File: src/rtl/cache_l1_ctrl.sv
// L1 controller: 2-way set-associative, 2 sets, 2-word lines, write-through,
// no-write-allocate; read misses are refilled from L2 as a two-beat fetch.
module cache_l1_ctrl #(
  parameter int DATA_W = 16,
  parameter int ADDR_W = 7
) (
  input  logic              clk,
  input  logic              reset,
  input  logic              cpu_req,
  input  logic              cpu_we,
  input  logic [ADDR_W-1:0] cpu_addr,
  input  logic [DATA_W-1:0] cpu_wdata,
  output logic              cpu_ready,
  output logic [DATA_W-1:0] cpu_rdata,
  output logic              hit,
  output logic              busy,
  output logic              l2_req,
  output logic              l2_we,
  output logic [ADDR_W-1:0] l2_addr,
  output logic [DATA_W-1:0] l2_wdata,
  input  logic              l2_ack,
  input  logic [DATA_W-1:0] l2_rdata
);
  localparam int TAG_W = ADDR_W - 2;

  typedef enum logic [2:0] {
    S_IDLE, S_LOOKUP, S_WT, S_FILL0, S_FILL1, S_RESP
  } state_e;

  state_e state_q, state_d;

  logic              req_we_q, req_we_d;
  logic [ADDR_W-1:0] req_addr_q, req_addr_d;
  logic [DATA_W-1:0] req_wdata_q, req_wdata_d;
  logic              lk_hit_q, lk_hit_d;
  logic              victim_q, victim_d;

  // Storage indexed {set, way} for tags/valid and {set, way, word} for data.
  logic [3:0][TAG_W-1:0]  tag_q, tag_d;
  logic [3:0]             valid_q, valid_d;
  logic [1:0]             lru_q, lru_d;
  logic [7:0][DATA_W-1:0] data_q, data_d;

  logic              cpu_ready_q, cpu_ready_d;
  logic [DATA_W-1:0] cpu_rdata_q, cpu_rdata_d;
  logic              hit_q, hit_d;
  logic              busy_q, busy_d;
  logic              l2_req_q, l2_req_d;
  logic              l2_we_q, l2_we_d;
  logic [ADDR_W-1:0] l2_addr_q, l2_addr_d;
  logic [DATA_W-1:0] l2_wdata_q, l2_wdata_d;

  logic [TAG_W-1:0] req_tag;
  logic             req_idx, req_off;
  logic             hit0, hit1, lookup_hit, hit_way, pick_victim;

  assign req_tag     = req_addr_q[ADDR_W-1:2];
  assign req_idx     = req_addr_q[1];
  assign req_off     = req_addr_q[0];
  assign hit0        = valid_q[{req_idx, 1'b0}] && (tag_q[{req_idx, 1'b0}] == req_tag);
  assign hit1        = valid_q[{req_idx, 1'b1}] && (tag_q[{req_idx, 1'b1}] == req_tag);
  assign lookup_hit  = hit0 | hit1;
  assign hit_way     = hit1;
  assign pick_victim = !valid_q[{req_idx, 1'b0}] ? 1'b0 :
                       !valid_q[{req_idx, 1'b1}] ? 1'b1 : lru_q[req_idx];

  // L2 handshake: l2_req is held with stable addr/we/wdata until a cycle in
  // which l2_ack=1 is sampled; that cycle completes one beat (and carries
  // l2_rdata on reads). l2_ack is only looked at in WT/FILL0/FILL1.
  always_comb begin
    state_d     = state_q;
    req_we_d    = req_we_q;
    req_addr_d  = req_addr_q;
    req_wdata_d = req_wdata_q;
    lk_hit_d    = lk_hit_q;
    victim_d    = victim_q;
    tag_d       = tag_q;
    valid_d     = valid_q;
    lru_d       = lru_q;
    data_d      = data_q;
    cpu_ready_d = 1'b0;
    cpu_rdata_d = cpu_rdata_q;
    hit_d       = 1'b0;
    l2_req_d    = l2_req_q;
    l2_we_d     = l2_we_q;
    l2_addr_d   = l2_addr_q;
    l2_wdata_d  = l2_wdata_q;

    case (state_q)
      S_IDLE: begin
        if (cpu_req) begin
          req_we_d    = cpu_we;
          req_addr_d  = cpu_addr;
          req_wdata_d = cpu_wdata;
          state_d     = S_LOOKUP;
        end
      end
      S_LOOKUP: begin
        lk_hit_d = lookup_hit;
        if (req_we_q) begin
          if (lookup_hit) begin
            data_d[{req_idx, hit_way, req_off}] = req_wdata_q;
            lru_d[req_idx]                      = ~hit_way;
          end
          l2_req_d   = 1'b1;
          l2_we_d    = 1'b1;
          l2_addr_d  = req_addr_q;
          l2_wdata_d = req_wdata_q;
          state_d    = S_WT;
        end else if (lookup_hit) begin
          cpu_rdata_d    = data_q[{req_idx, hit_way, req_off}];
          hit_d          = 1'b1;
          cpu_ready_d    = 1'b1;
          lru_d[req_idx] = ~hit_way;
          state_d        = S_IDLE;
        end else begin
          victim_d  = pick_victim;
          l2_req_d  = 1'b1;
          l2_we_d   = 1'b0;
          l2_addr_d = {req_tag, req_idx, 1'b0};
          state_d   = S_FILL0;
        end
      end
      S_WT: begin
        if (l2_ack) begin
          l2_req_d    = 1'b0;
          l2_we_d     = 1'b0;
          cpu_ready_d = 1'b1;
          hit_d       = lk_hit_q;
          state_d     = S_IDLE;
        end
      end
      S_FILL0: begin
        if (l2_ack) begin
          data_d[{req_idx, victim_q, 1'b0}] = l2_rdata;
          l2_addr_d = {req_tag, req_idx, 1'b1};
          state_d   = S_FILL1;
        end
      end
      S_FILL1: begin
        // The line only becomes valid here, so a reset mid-fill leaves no trace.
        if (l2_ack) begin
          data_d[{req_idx, victim_q, 1'b1}] = l2_rdata;
          tag_d[{req_idx, victim_q}]        = req_tag;
          valid_d[{req_idx, victim_q}]      = 1'b1;
          lru_d[req_idx]                    = ~victim_q;
          l2_req_d = 1'b0;
          state_d  = S_RESP;
        end
      end
      S_RESP: begin
        cpu_rdata_d = data_q[{req_idx, victim_q, req_off}];
        cpu_ready_d = 1'b1;
        state_d     = S_IDLE;
      end
      default: state_d = S_IDLE;
    endcase

    busy_d = (state_d != S_IDLE) || cpu_ready_d;
  end

  always_ff @(posedge clk or posedge reset) begin
    if (reset) begin
      state_q     <= S_IDLE;
      req_we_q    <= 1'b0;
      req_addr_q  <= '0;
      req_wdata_q <= '0;
      lk_hit_q    <= 1'b0;
      victim_q    <= 1'b0;
      tag_q       <= '0;
      valid_q     <= '0;
      lru_q       <= '0;
      data_q      <= '0;
      cpu_ready_q <= 1'b0;
      cpu_rdata_q <= '0;
      hit_q       <= 1'b0;
      busy_q      <= 1'b0;
      l2_req_q    <= 1'b0;
      l2_we_q     <= 1'b0;
      l2_addr_q   <= '0;
      l2_wdata_q  <= '0;
    end else begin
      state_q     <= state_d;
      req_we_q    <= req_we_d;
      req_addr_q  <= req_addr_d;
      req_wdata_q <= req_wdata_d;
      lk_hit_q    <= lk_hit_d;
      victim_q    <= victim_d;
      tag_q       <= tag_d;
      valid_q     <= valid_d;
      lru_q       <= lru_d;
      data_q      <= data_d;
      cpu_ready_q <= cpu_ready_d;
      cpu_rdata_q <= cpu_rdata_d;
      hit_q       <= hit_d;
      busy_q      <= busy_d;
      l2_req_q    <= l2_req_d;
      l2_we_q     <= l2_we_d;
      l2_addr_q   <= l2_addr_d;
      l2_wdata_q  <= l2_wdata_d;
    end
  end

  assign cpu_ready = cpu_ready_q;
  assign cpu_rdata = cpu_rdata_q;
  assign hit       = hit_q;
  assign busy      = busy_q;
  assign l2_req    = l2_req_q;
  assign l2_we     = l2_we_q;
  assign l2_addr   = l2_addr_q;
  assign l2_wdata  = l2_wdata_q;

endmodule

File: config.mk
export PLATFORM = sky130hd
export DESIGN_NAME = cache_l1_ctrl
export DESIGN_NICKNAME = d
export VERILOG_FILES = /design/src/rtl/cache_l1_ctrl.sv
export SDC_FILE = /design/constraint.sdc
export NUM_CORES = 1
export LEC_CHECK = 0
export BUFFER_PORTS_ARGS = -buffer_cell sky130_fd_sc_hd__buf_2
export CAP_MARGIN = 40
export CORE_AREA = 5 5 188 190
export CTS_CLUSTER_SIZE = 28
export DETAILED_ROUTE_END_ITERATION = 10
export DIE_AREA = 0 0 193 195
export PLACE_DENSITY_LB_ADDON = 0.15
export SKIP_LAST_GASP = 1
export SYNTH_ARGS = -nofsm -noshare
export SYNTH_HDL_FRONTEND = slang
export SYNTH_SLANG_ARGS = --single-unit
File: constraint.sdc
create_clock -name clk -period 17.9 [get_ports clk]
set_input_delay 2.685 -clock clk [delete_from_list [all_inputs] [get_ports clk]]
set_output_delay 2.685 -clock clk [all_outputs]
set_load 0.01 [all_outputs]
==> flow_metrics.py <==
metrics = {
    "clock_tree": {
        "hold_buffers": 0,
        "cts-root-buf": "clkbuf_16",
        "clkLatencyLatePin_ps": 530,
        "cts_tree": "yes",
        "cts_buffer_depth": 3,
        "postCtsSetupBuffers": 0,
        "htree_num_levels": 1,
        "numCtsBuffers": 27,
        "cts.repair.resized": 0,
        "clock-sinks": 227,
        "clkTransAtPathRegs_ps": 60,
    },
    "routing": {
        "ant_nets": 0,
        "drt_wl_total_microns": 42140,
        "firstDrtPassIters": 5,
        "vias_per_cell": 6.324,
        "drcViolationCount": 0,
        "first_iter_violations": 758,
        "vias": 9688,
        "avgRoutedWirePerCell_microns": 27.51,
    },
    "final_layout": {
        "drive_gt1_frac": 0.2887,
        "final_common_cell": "dfrtp_1",
        "final_net_count": 1109,
        "layout_common_cells": "dfrtp_1 (225), o2bb2ai_1 (105), a32oi_1 (96)",
        "final_cells": 1532,
        "diodes": 0,
        "syn2layout_area_growth_pct": 15.04,
    },
    "sta": {
        "finalCritPeriodShare": 0.2526,
        "rsz0062_at_grt": "false",
        "max_freq_mhz": 221.2,
        "hold_viol": 0,
        "max_slew_margin": 0.2293,
        "tns_ps": 0,
        "drv_slew": 0,
        "fin_crit_ps": 4521,
        "clock-skew-final_ps": 12.25,
        "tightestPinTransition_ps": 1156,
        "finalSetupViolCount": 0,
    },
    "yosys": {
        "ys_seq_area_frac": 0.4665,
        "netlist_area_sq_um": 12180,
        "ys_types": 55,
        "synth_ff_type": "dfrtp_1",
        "synth-seq-cells": 227,
        "synth_edf_count": 0,
        "syn_area_per_cell_sq_um": 11.72,
        "async_flop_share": 1.000,
        "synth-warning-count": 0,
        "syn-instance-count": 1039,
        "syn_nets": 1083,
    },
    "power_and_ir_drop": {
        "power_density_nw_per_um2": 165.6,
        "switching_share": 0.4069,
        "power_switching_mw": 0.9444,
        "peakVddDrop_v": 0.00008586,
        "p_comb_frac": 0.402,
        "clock_power_share": 0.225,
        "seqPwrFrac": 0.373,
        "power.leakage_nw": 5.660,
        "internal-power_mw": 1.376,
    },
    "grt": {
        "use_met1": 0.3329,
        "grt.busiest_layer": "met2",
        "grt_usage": 0.2235,
        "grt_pass1_wl_microns": 65220,
        "grt_max_degree": 92,
        "grt_use_met3": 0.04804,
        "antenna_found_initial": 1,
        "grt_pass1_vias": 9894,
        "use_met2": 0.3340,
        "grt_overflow_total": 0,
    },
    "floorplanning": {
        "fp-row-count": 67,
        "io-pin-count": 88,
        "core-area_sq_um": 33280,
        "chipWidth_microns": 193,
        "initial_core_util": 0.3659,
        "die-area_sq_um": 37640,
        "die_h_microns": 195,
    },
    "setup_path": {
        "crit_chain": "buf_4 -> mux2i_1 -> xnor2_1 -> or3_1 -> or2_2 -> nor2_2 -> a41oi_2 -> buf_8 -> o2bb2ai_1",
        "arrival_ps": 4930,
        "crit_path_start_kind": "register",
        "critPathBufInv": 2,
        "required_ps": 18310,
        "cpLargestDelayFamily": "simple AND/OR/NAND/NOR gates",
        "cpPeakStageDelay_ps": 720,
        "critPathMaxFanout": 54,
        "end_kind": "register",
        "cpMaxStageDelayCell": "or2_2",
        "critPathKind": "reg -> reg",
    },
    "status": {
        "outcome": "complete, no violations",
    },
    "placed_design": {
        "gp_congestion": 0.8546,
        "io_buffer_count": 87,
        "placed_cells": 1484,
        "place_hpwl_microns": 27480,
    },
    "worst_hold_path": {
        "hold_class": "reg -> reg",
    },
    "job": {
        "cap_viol_max_count": 0,
    },
}
[flip-flops by register name, indices dropped and copies added (netlist names), 2 cells and up]
name,cells
data_q,128
tag_q,20
cpu_rdata,16
l2_wdata,16
req_wdata_q,16
l2_addr,7
req_addr_q,7
valid_q,4
state_q,3
lru_q,2
[per-layer routing]
layer	part of all wire	vias to the layer above
li1	-	4204
met1	0.45	4953
met2	0.44	460
met3	0.087	69
met4	0.024	2
met5	0.00017	-
[power groups by stage]
stage	Clock, mW	Combinational, mW	Sequential [mW]
after floorplan	0	0.723	0.752
after global placement	0	0.907	0.868
after detailed placement	0	0.927	0.869
after CTS	0.535	0.930	0.862
after global routing	0.558	0.999	0.889
final	0.523	0.932	0.865
[worst reg2reg max path, stage by stage, from the launching register on]
cell and delay (ps):
dfrtp_2 540, buf_4 620, mux2i_1 320, xnor2_1 130, or3_1 660, or2_2 720, nor2_2 510, a41oi_2 450
buf_8 310, o2bb2ai_1 140
[kinds of logic (layout without fill, tap and decap cells)]
logic type                Yosys count  count (layout)  synth area share
and+or+nand+nor                   146             146           0.05744
DFF                               227             227            0.4665
muxes                             151             151            0.1661
AOI/OAI and AO/OA                 366             366            0.2548
xor gates and xnor gates           13              13          0.009350
buffers and inverters             136             181           0.04582
[path summary, 6_finish.rpt]
path,to,slack [ps],startpoint,cells past startpoint
min,l2_req,480,l2_req,2
max reg2reg,data_q[115],13380,req_addr_q[1],9
min in group asynchronous,req_addr_q[2],2270,reset,2
max in group asynchronous,data_q[24],14450,reset,4
min reg2reg,l2_req,480,l2_req,2
max,data_q[115],13380,req_addr_q[1],9
[cells in the mapped netlist, drive strengths merged (4+ instances only)]
library cell / instances / area, sq um
dfrtp: 227 / 5680
a22o: 33 / 289.0
xor2: 5 / 43.79
a32o: 33 / 330.3
nand2: 50 / 187.7
o2bb2ai: 105 / 919.6
nor2b: 6 / 37.54
mux2i: 48 / 480.5
a32oi: 98 / 873.3
nor3: 18 / 90.09
mux4: 34 / 765.7
xnor2: 8 / 70.07
buf: 58 / 265.3
a31o: 7 / 61.31
mux2: 69 / 777.0
o21ai: 18 / 90.09
a211o: 4 / 35.03
nor2: 30 / 115.1
a21oi: 31 / 158.9
a31oi: 13 / 87.58
clkbuf: 71 / 266.5
nand3: 5 / 25.02
inv: 6 / 22.52
and2: 21 / 131.4
a2111oi: 7 / 105.1
[area by class of cell]
type                       count  area, sq um
fill                        3197        19270
inverter                       7        33.78
sequential                   227         5685
timing repair buffer         126        869.6
multi-input combinational    676         6028
clock inverter                 4        22.52
tap                          448        560.5
clock buffer                  44        809.5
[through the flow]
stage	util	setup slack [ps]	total power, mW	hold slack, ps	cell area, sq um
floorplan	-	8995	1.475	444.8	12180
global placement	0.3888	13000	1.775	467.9	12940
detailed placement	0.3960	12950	1.797	471.2	13180
CTS	0.4210	13390	2.328	484.1	14010
global route	0.4210	13230	2.446	502.7	14010
finish	0.4210	13380	2.321	477.4	14010
Note: power is estimated with default switching activity, not from simulation.
